===== config.mk =====
export PLATFORM = sky130hd
export DESIGN_NAME = prog_loader_flat
export DESIGN_NICKNAME = d
export VERILOG_FILES = /design/src/rtl/cpu8_pkg.sv /design/src/rtl/prog_loader_if.sv /design/src/rtl/loader_csum.sv /design/src/rtl/prog_loader.sv /design/src/flat_wrapper.sv
export SDC_FILE = /design/constraint.sdc
export NUM_CORES = 1
export LEC_CHECK = 0
export CAP_MARGIN = 20
export CELL_PAD_IN_SITES_DETAIL_PLACEMENT = 1
export CELL_PAD_IN_SITES_GLOBAL_PLACEMENT = 1
export CORE_MARGIN = 5
export CORE_UTILIZATION = 30
export DETAILED_ROUTE_END_ITERATION = 6
export DONT_BUFFER_PORTS = 1
export PLACE_DENSITY = 0.67
export SLEW_MARGIN = 10
export SYNTH_ARGS = -nofsm -noshare
export SYNTH_HDL_FRONTEND = slang
export SYNTH_HIERARCHICAL = 1
export SYNTH_SLANG_ARGS = --single-unit

===== constraint.sdc =====
create_clock -name clk -period 2.52 [get_ports clk]
set_input_delay 0.63 -clock clk [delete_from_list [all_inputs] [get_ports clk]]
set_output_delay 0.63 -clock clk [all_outputs]
set_load 0.03 [all_outputs]

===== src/rtl/cpu8_pkg.sv =====
// Shared definitions for the 8-bit core slice: bus widths, reset vector and
// loader FSM state encodings.
package cpu8_pkg;
  localparam int ADDR_W_DEF    = 8;
  localparam int DATA_W_DEF    = 8;
  localparam int BASE_ADDR_DEF = 0;   // also the PC reset vector

  typedef logic [2:0] state_t;
  localparam state_t LEN  = 3'd0;
  localparam state_t DATA = 3'd1;
  localparam state_t CSUM = 3'd2;
  localparam state_t RUN  = 3'd3;
  localparam state_t ERR  = 3'd4;
endpackage


===== src/rtl/prog_loader_if.sv =====
// Byte-stream input handshake plus the memory write port driven by the loader.
interface prog_loader_if
  import cpu8_pkg::*;
#(
  parameter int ADDR_W = ADDR_W_DEF,
  parameter int DATA_W = DATA_W_DEF
);
  logic [DATA_W-1:0] in_data;
  logic              in_valid;
  logic              in_ready;
  logic [ADDR_W-1:0] mem_addr;
  logic [DATA_W-1:0] mem_wdata;
  logic              mem_we;

  modport master (output in_data, in_valid,
                  input  in_ready, mem_addr, mem_wdata, mem_we);
  modport slave  (input  in_data, in_valid,
                  output in_ready, mem_addr, mem_wdata, mem_we);
endinterface


===== src/rtl/loader_csum.sv =====
// Running modulo-2^W byte sum with clear/add and a "sum + chk == 0" test.
module loader_csum #(
  parameter int W = 8
) (
  input  logic         clk,
  input  logic         rst,
  input  logic         clr,
  input  logic         add,
  input  logic [W-1:0] din,
  input  logic [W-1:0] chk,
  output logic         zero
);
  logic [W-1:0] sum;
  logic [W-1:0] tot;

  always_ff @(posedge clk) begin
    if (rst || clr) sum <= '0;
    else if (add)   sum <= sum + din;
  end

  assign tot  = sum + chk;
  assign zero = (tot == '0);
endmodule


===== src/rtl/prog_loader.sv =====
// Boot loader: receives a length/data/checksum frame, writes the image to
// memory from BASE_ADDR and releases the core only on a good checksum.
module prog_loader
  import cpu8_pkg::*;
#(
  parameter int ADDR_W    = ADDR_W_DEF,
  parameter int DATA_W    = DATA_W_DEF,
  parameter int BASE_ADDR = BASE_ADDR_DEF
) (
  input  logic            clk,
  input  logic            rst,
  input  logic            start,
  prog_loader_if.slave    bus,
  output logic            cpu_rst,
  output logic            busy,
  output logic            done,
  output logic            error
);
  state_t            state;
  logic [ADDR_W-1:0] ptr;
  logic [DATA_W:0]   count;     // one extra bit so L=0 can hold 2^DATA_W
  logic [DATA_W:0]   len_n;
  logic              loading;
  logic              beat;
  logic              csum_ok;

  assign loading      = (state == LEN) || (state == DATA) || (state == CSUM);
  // start masks ready so a beat coinciding with an abort is never consumed
  assign bus.in_ready = loading && !start;
  assign beat         = bus.in_valid && bus.in_ready;
  assign len_n        = (bus.in_data == '0) ? {1'b1, {DATA_W{1'b0}}}
                                            : {1'b0, bus.in_data};

  assign busy    = loading;
  assign done    = (state == RUN);
  assign error   = (state == ERR);
  assign cpu_rst = (state != RUN);

  loader_csum #(.W(DATA_W)) u_csum (
    .clk  (clk),
    .rst  (rst),
    .clr  (start || (state == LEN && beat)),
    .add  (state == DATA && beat),
    .din  (bus.in_data),
    .chk  (bus.in_data),
    .zero (csum_ok)
  );

  always_ff @(posedge clk) begin
    if (rst) begin
      state         <= LEN;
      ptr           <= ADDR_W'(BASE_ADDR);
      count         <= '0;
      bus.mem_addr  <= ADDR_W'(BASE_ADDR);
      bus.mem_wdata <= '0;
      bus.mem_we    <= 1'b0;
    end else begin
      bus.mem_we <= 1'b0;
      if (start) begin
        state <= LEN;
      end else begin
        case (state)
          LEN: if (beat) begin
            count <= len_n;
            ptr   <= ADDR_W'(BASE_ADDR);
            state <= DATA;
          end
          DATA: if (beat) begin
            bus.mem_we    <= 1'b1;
            bus.mem_addr  <= ptr;
            bus.mem_wdata <= bus.in_data;
            ptr           <= ptr + 1'b1;
            count         <= count - 1'b1;
            if (count == (DATA_W+1)'(1)) state <= CSUM;
          end
          CSUM: if (beat) state <= csum_ok ? RUN : ERR;
          RUN:     state <= RUN;
          ERR:     state <= ERR;
          default: state <= LEN;
        endcase
      end
    end
  end
endmodule

===== src/flat_wrapper.sv =====
// flat-port wrapper written by rule: the top's interface ports become plain ports
module prog_loader_flat import cpu8_pkg::*;
#(
  parameter int ADDR_W    = ADDR_W_DEF,
  parameter int DATA_W    = DATA_W_DEF,
  parameter int BASE_ADDR = BASE_ADDR_DEF
)
  (clk, rst, start, cpu_rst, busy, done, error, bus_in_data, bus_in_valid, bus_in_ready, bus_mem_addr, bus_mem_wdata, bus_mem_we);
  prog_loader_if #(.ADDR_W(ADDR_W), .DATA_W(DATA_W)) bus_i ();
  input  logic clk;
  input  logic rst;
  input  logic start;
  output logic cpu_rst;
  output logic busy;
  output logic done;
  output logic error;
  input wire logic [$bits(bus_i.in_data)-1:0] bus_in_data;
  input wire logic [$bits(bus_i.in_valid)-1:0] bus_in_valid;
  output wire logic [$bits(bus_i.in_ready)-1:0] bus_in_ready;
  output wire logic [$bits(bus_i.mem_addr)-1:0] bus_mem_addr;
  output wire logic [$bits(bus_i.mem_wdata)-1:0] bus_mem_wdata;
  output wire logic [$bits(bus_i.mem_we)-1:0] bus_mem_we;
  assign bus_i.in_data = bus_in_data;
  assign bus_i.in_valid = bus_in_valid;
  assign bus_in_ready = bus_i.in_ready;
  assign bus_mem_addr = bus_i.mem_addr;
  assign bus_mem_wdata = bus_i.mem_wdata;
  assign bus_mem_we = bus_i.mem_we;
  prog_loader #(.ADDR_W(ADDR_W), .DATA_W(DATA_W), .BASE_ADDR(BASE_ADDR)) u_core (.clk(clk), .rst(rst), .start(start), .bus(bus_i), .cpu_rst(cpu_rst), .busy(busy), .done(done), .error(error));
endmodule

## Word-level counts from Yosys, hierarchy flattened

Cells that the tools add are included.

| operators by class | value |
|---|---|
| multiplexer cells | 14 |
| add/sub/neg operators | 3 |
| reduce and logical (&&, ||, !) cells | 18 |
| bitwise gates (word level) | 2 |
| equality and inequality tests | 10 |

Operator list:

| cell | count |
|---|---|
| two-way mux 9 bit | 3 |
| one-hot mux 9 bit (2 select lines) | 1 |
| logical NOT 8 bit | 2 |
| two-way mux 8 bit | 2 |
| one-hot mux 8 bit (2 select lines) | 1 |
| two-way mux 3 bit | 5 |
| one-hot mux 3 bit (5 select lines) | 1 |
| == test 9 x 1 -> 1 bit (second input constant) | 1 |
| subtractor 9 x 1 -> 9 bit (second input constant) | 1 |
| adder 8 x 1 -> 8 bit (second input constant) | 1 |
| adder 8 bit | 1 |
| AND reduction 4 bit | 2 |
| == test 3 x 2 -> 1 bit (second input constant) | 2 |
| inequality test 2 x 1 -> 1 bit (second input constant) | 3 |
| logical AND 1 bit | 4 |
| logical OR 1 bit | 4 |
| == test 3 x 1 -> 1 bit (second input constant) | 1 |
| == test 3 bit (second input constant) | 1 |
| logical NOT 3 bit | 1 |
| inequality test 3 x 2 -> 1 bit (second input constant) | 1 |
| AND reduction 3 bit | 1 |
| OR reduction 3 bit | 1 |
| inequality test 2 bit (second input constant) | 1 |
| NOT 1 bit | 2 |
| 4 further kinds | 4 |

| storage, ports and cells | value |
|---|---|
| register bits | 45 |
| input bits | 12 |
| word-level logic and storage cells | 54 |

## Logic depth before layout (Yosys ltp)

| logic depth | value |
|---|---|
| word-level depth | 8 |
| gate-level depth with buffers | 11 |
| depth with buffers taken out | 11 |

## Modules after synthesis

Netlist, hierarchy kept.

Modules (own cells, without submodules):

| module | cells an instance | instances | sequential area each (µm²) | area an instance (µm²) |
|---|---|---|---|---|
| prog_loader | 216 | 1 | 740.7 | 1779.2 |
| loader_csum | 101 | 1 | 160.2 | 858.3 |

## Worst setup path before layout

OpenSTA, ideal clock, no wires.

| timing | value |
|---|---|
| path kind | in2reg |
| from | in bus_in_data[0] |
| to | reg u_core.state[0] |
| slack | -0.114 ns |
| arrival | 2.576 ns |
| buffers on the path | 0 |
| setup time | 0.058 ns |
| stages on the path | 11 |
| cell sequence | ha_1 fa_1 and3_1 or3_1 nand2_1 o2111ai_1 nor4b_2 nand2b_1 mux2i_1 a21oi_1 o21a_1 |

| between the ends | value |
|---|---|
| word-level cells in the longest chain between the ends | 5 |

Ends and longest elaborated chain:

| item | RTL line | RTL |
|---|---|---|
| start: declaration | flat_wrapper.sv:17 | `input wire logic [$bits(bus_i.in_data)-1:0] bus_in_data;` |
| adder 8 bit | loader_csum.sv:21 | `assign tot = sum + chk;` |
| logical NOT 8 bit | loader_csum.sv:22 | `assign zero = (tot == '0);` |
| named net u_core.csum_ok | prog_loader.sv:25 | `logic csum_ok;` |
| two-way mux 3 bit (2 in a row) | prog_loader.sv:76 | `CSUM: if (beat) state <= csum_ok ? RUN : ERR;` |
| one-hot mux 3 bit (5 select lines) | prog_loader.sv:62 | `case (state)` |
| end signal: assignment | prog_loader.sv:76 |  |
| end: declaration | prog_loader.sv:19 | `state_t state;` |

The timed path passes the listed nets, and every way through them passes these cells. The select of a mux whose other input is x is not followed.
A chain may end at the register's enable or synchronous reset.

## Final worst setup path

| timing | value |
|---|---|
| from | reg u_core.u_csum.sum[0] |
| to | reg u_core.state[0] |

| between the ends | value |
|---|---|
| word-level cells in the longest chain between the ends | 5 |

Ends and longest elaborated chain:

| item | RTL line | RTL |
|---|---|---|
| start: declaration | loader_csum.sv:13 | `logic [W-1:0] sum;` |
| start signal: assignment | loader_csum.sv:18 | `else if (add) sum <= sum + din;` |
| adder 8 bit | loader_csum.sv:21 |  |
| logical NOT 8 bit | loader_csum.sv:22 |  |
| named net u_core.csum_ok | prog_loader.sv:25 |  |
| two-way mux 3 bit (2 in a row) | prog_loader.sv:76 |  |
| one-hot mux 3 bit (5 select lines) | prog_loader.sv:62 |  |

The timed path passes the listed nets, and every way through them passes these cells. The select of a mux whose other input is x is not followed.

==> results.json <==
{
  "syn2layout_area_growth_pct": 10.3,
  "reg2reg_slack_ns": 0.03,
  "rows": 34,
  "hold_violations": 0,
  "power.total_mw": 1.35,
  "rsz0062_at_grt": "yes",
  "grt_pass1_vias": 2374,
  "yosysWarnings": 6,
  "crit_arrival_ns": 2.73,
  "io_pins": 34,
  "synth-edff-count": 0,
  "drt_pass1_iterations": 4,
  "n_antenna_cell": 0,
  "ys_async_sr_fraction_pct": 0,
  "final_area_mm2": 0.00291,
  "clk_latency_ns": 0.29,
  "path_class": "reg2reg",
  "hold-worst-slack_ns": 0.387,
  "numPortBuffers": 0,
  "max_freq_ghz": 0.401,
  "die_area_mm2": 0.0108,
  "report.final.slew_viol_count": 0,
  "start_util_pct": 30.5,
  "outcome": "finished, final reports clean",
  "numCtsBuffers": 5,
  "min_from": "rst",
  "worstReg2RegEnd": "u_core/state[0]",
  "cts_tree": "yes",
  "yosysSeqAreaShare_pct": 34.2,
  "dp_hpwl_um": 5390,
  "hold-path-cell-count": 1,
  "viasPerCell": 5.29,
  "dpl.cell_count": 422,
  "syn-mean-instance-area_um2": 8.32,
  "drc": 0,
  "clkSlewWorstSetupHoldPaths_ns": 0.10,
  "synth_cell_types": 62,
  "chipHeight_um": 104,
  "netlist_instances": 317,
  "nNetsFinal": 352,
  "wl_per_cell_um": 16.5,
  "grt.busiest_layer": "met2",
  "grt_usage_pct": 13.2,
  "finalSetupTns_ns": 0,
  "grt-ovfl-total": 0,
  "fp.dieW_um": 104,
  "root_buffer": "clkbuf_8",
  "cap_violations": 0,
  "place_ws_ns": -0.364,
  "placed_cell_area_mm2": 0.00280,
  "ys_ff_latch": 45,
  "antenna_found_initial": 0,
  "cp_max_fo": 3,
  "grtUsageMet1_pct": 17.4,
  "cts.sinks": 45,
  "skew_ns": 0.00913,
  "finish.utilization_pct": 33.7,
  "num_vias": 2276,
  "power_density_mw_per_mm2": 465,
  "mappedNetlistNets": 348,
  "period_share_pct": 98.9,
  "cts_max_level": 2,
  "cts_buffer_depth": 2,
  "core_area_mm2": 0.00864,
  "worst_pin_slew_ns": 0.693,
  "layout-drive-gt1-share_pct": 13.4,
  "multi_input_area_mm2": 0.00166,
  "ys.flop_type": "dfxtp_1",
  "reg2reg_depth": 12,
  "end_kind": "flip-flop",
  "hold_class": "in2reg",
  "seqCellArea_um2": 903,
  "drt_iter0_drc": 72,
  "fillers": 1041,
  "setup_viol": 0,
  "gp_congestion": 0.834,
  "syn_area_mm2": 0.00264,
  "final_cells": 430,
  "r2r_start": "u_core/u_csum/sum[0]",
  "fin_crit_ns": 2.49,
  "gr-usage-met2_pct": 22.4,
  "grt_pass1_wl_um": 12000,
  "wirelength_um": 7090,
  "grtUsageMet3_pct": 3.05,
  "irDropWorstVdd_mv": 0.335,
  "p_leak_nw": 1.06,
  "relSlewSlack_pct": 53.8,
  "min_to": "u_core/bus.mem_addr[7]",
  "crit_required_ns": 2.76,
  "grt_max_degree": 36,
  "start_kind": "flip-flop",
  "ant_nets": 0,
  "fin_ws_ns": 0.0280
}
-- flip-flops by register name (all words and copies together) (netlist names) --
name and flops:
u_core/bus.mem_addr 8, u_core/bus.mem_wdata 8, u_core/bus.mem_we 1, u_core/count 9
u_core/ptr 8, u_core/state 3, u_core/u_csum/sum 8
-- critical path, stage by stage (launching register included) --
cell and delay, ns:
dfxtp_2 0.35, ha_4 0.16, fa_2 0.39, and3_4 0.17, or3_1 0.30, nand2_1 0.09
o2111ai_2 0.11, nor4b_2 0.27, buf_4 0.17, nand2b_1 0.09, mux2i_1 0.07, a21oi_1 0.15
o21a_1 0.13
-- worst max-delay path by stage --
stage	start	to	slack, ns
after global placement	bus_in_data[0]	u_core/state[0]	-0.25
final	u_core/u_csum/sum[0]	u_core/state[0]	0.03
after CTS	u_core/u_csum/sum[1]	u_core/state[2]	0.01
after global routing	u_core/u_csum/sum[3]	u_core/state[2]	-0.14
after detailed placement	bus_in_data[0]	u_core/state[0]	-0.36
after floorplan	bus_in_data[0]	u_core/state[0]	-0.04
-- repair_timing --
action | in CTS | in global routing
hold endpoints to repair | 0 | 0
hold buffers | 0 | 0
pin swaps | 1 | 0
setup endpoints to repair | 2 | 3
resized for setup | 3 | 5
setup buffers | 0 | 0
-- cells by family after synthesis --
kind of cell / synth area share [%]
adder cells (fa/ha/maj): 9.58
AO/OA/AOI/OAI: 18.4
XOR/XNOR: 4.32
flip-flops: 34.2
buffers and inverters: 4.65
multiplexers: 2.28
AND/OR/NAND/NOR: 26.6
-- synth_stat cells, types with 2 or more instances --
cell type	n	share of area, %
buf_6	3	1.3
dfxtp_1	45	34
clkbuf_1	7	1.0
xnor2_1	5	1.7
nor2_1	22	3.1
mux2i_1	6	2.3
nor3b_1	3	0.85
and3_1	3	0.71
a21oi_1	35	6.6
a32oi_1	3	1.0
ha_1	17	8.1
nand3b_1	3	0.85
nand3_1	7	1.3
nand2_1	50	7.1
fa_1	2	1.5
a21o_1	4	1.1
and2_1	2	0.47
buf_4	3	0.85
buf_2	2	0.38
inv_1	7	1.0
nor3_1	11	2.1
a21boi_0	2	0.57
nand2b_1	5	1.2
xor2_1	8	2.7
or3_1	3	0.71
a211oi_1	3	0.85
nor4_1	3	0.71
nand4_1	3	0.71
nor2b_1	4	0.95
o21ai_0	14	2.7
-- layout by cell type, fill, tap and decap left out, types with 4 or more instances in the layout --
cell	instances
a21o_1	4
a21oi_1	35
buf_4	12
clkbuf_8	5
dfxtp_1	43
ha_1	16
inv_1	7
mux2i_1	6
nand2_1	50
nand2b_1	5
nand3_1	7
nor2_1	22
nor2b_1	4
nor3_1	10
o21ai_0	13
xnor2_1	5
xor2_1	8
-- layout make-up --
class / count / area share [%]
clock buffers: 5 / 2.37
clock inverters: 3 / 0.731
inverters: 8 / 1.03
multi-input cells: 249 / 57.1
flip-flops and latches: 45 / 31.1
well taps: 108 / 4.65
repair buffers: 12 / 3.10
-- routing by layer --
layer	vias to the layer above	wire length [um]
li1	1135	-
met1	1111	3330
met2	26	3450
met3	4	260
met4	0	43
met5	-	0
-- report_power, final --
group / internal [mW] / switching, mW
logic: 0.0632 / 0.0887
registers: 0.722 / 0.0170
clock network: 0.197 / 0.263
Note: power is estimated with default switching activity, not from simulation.
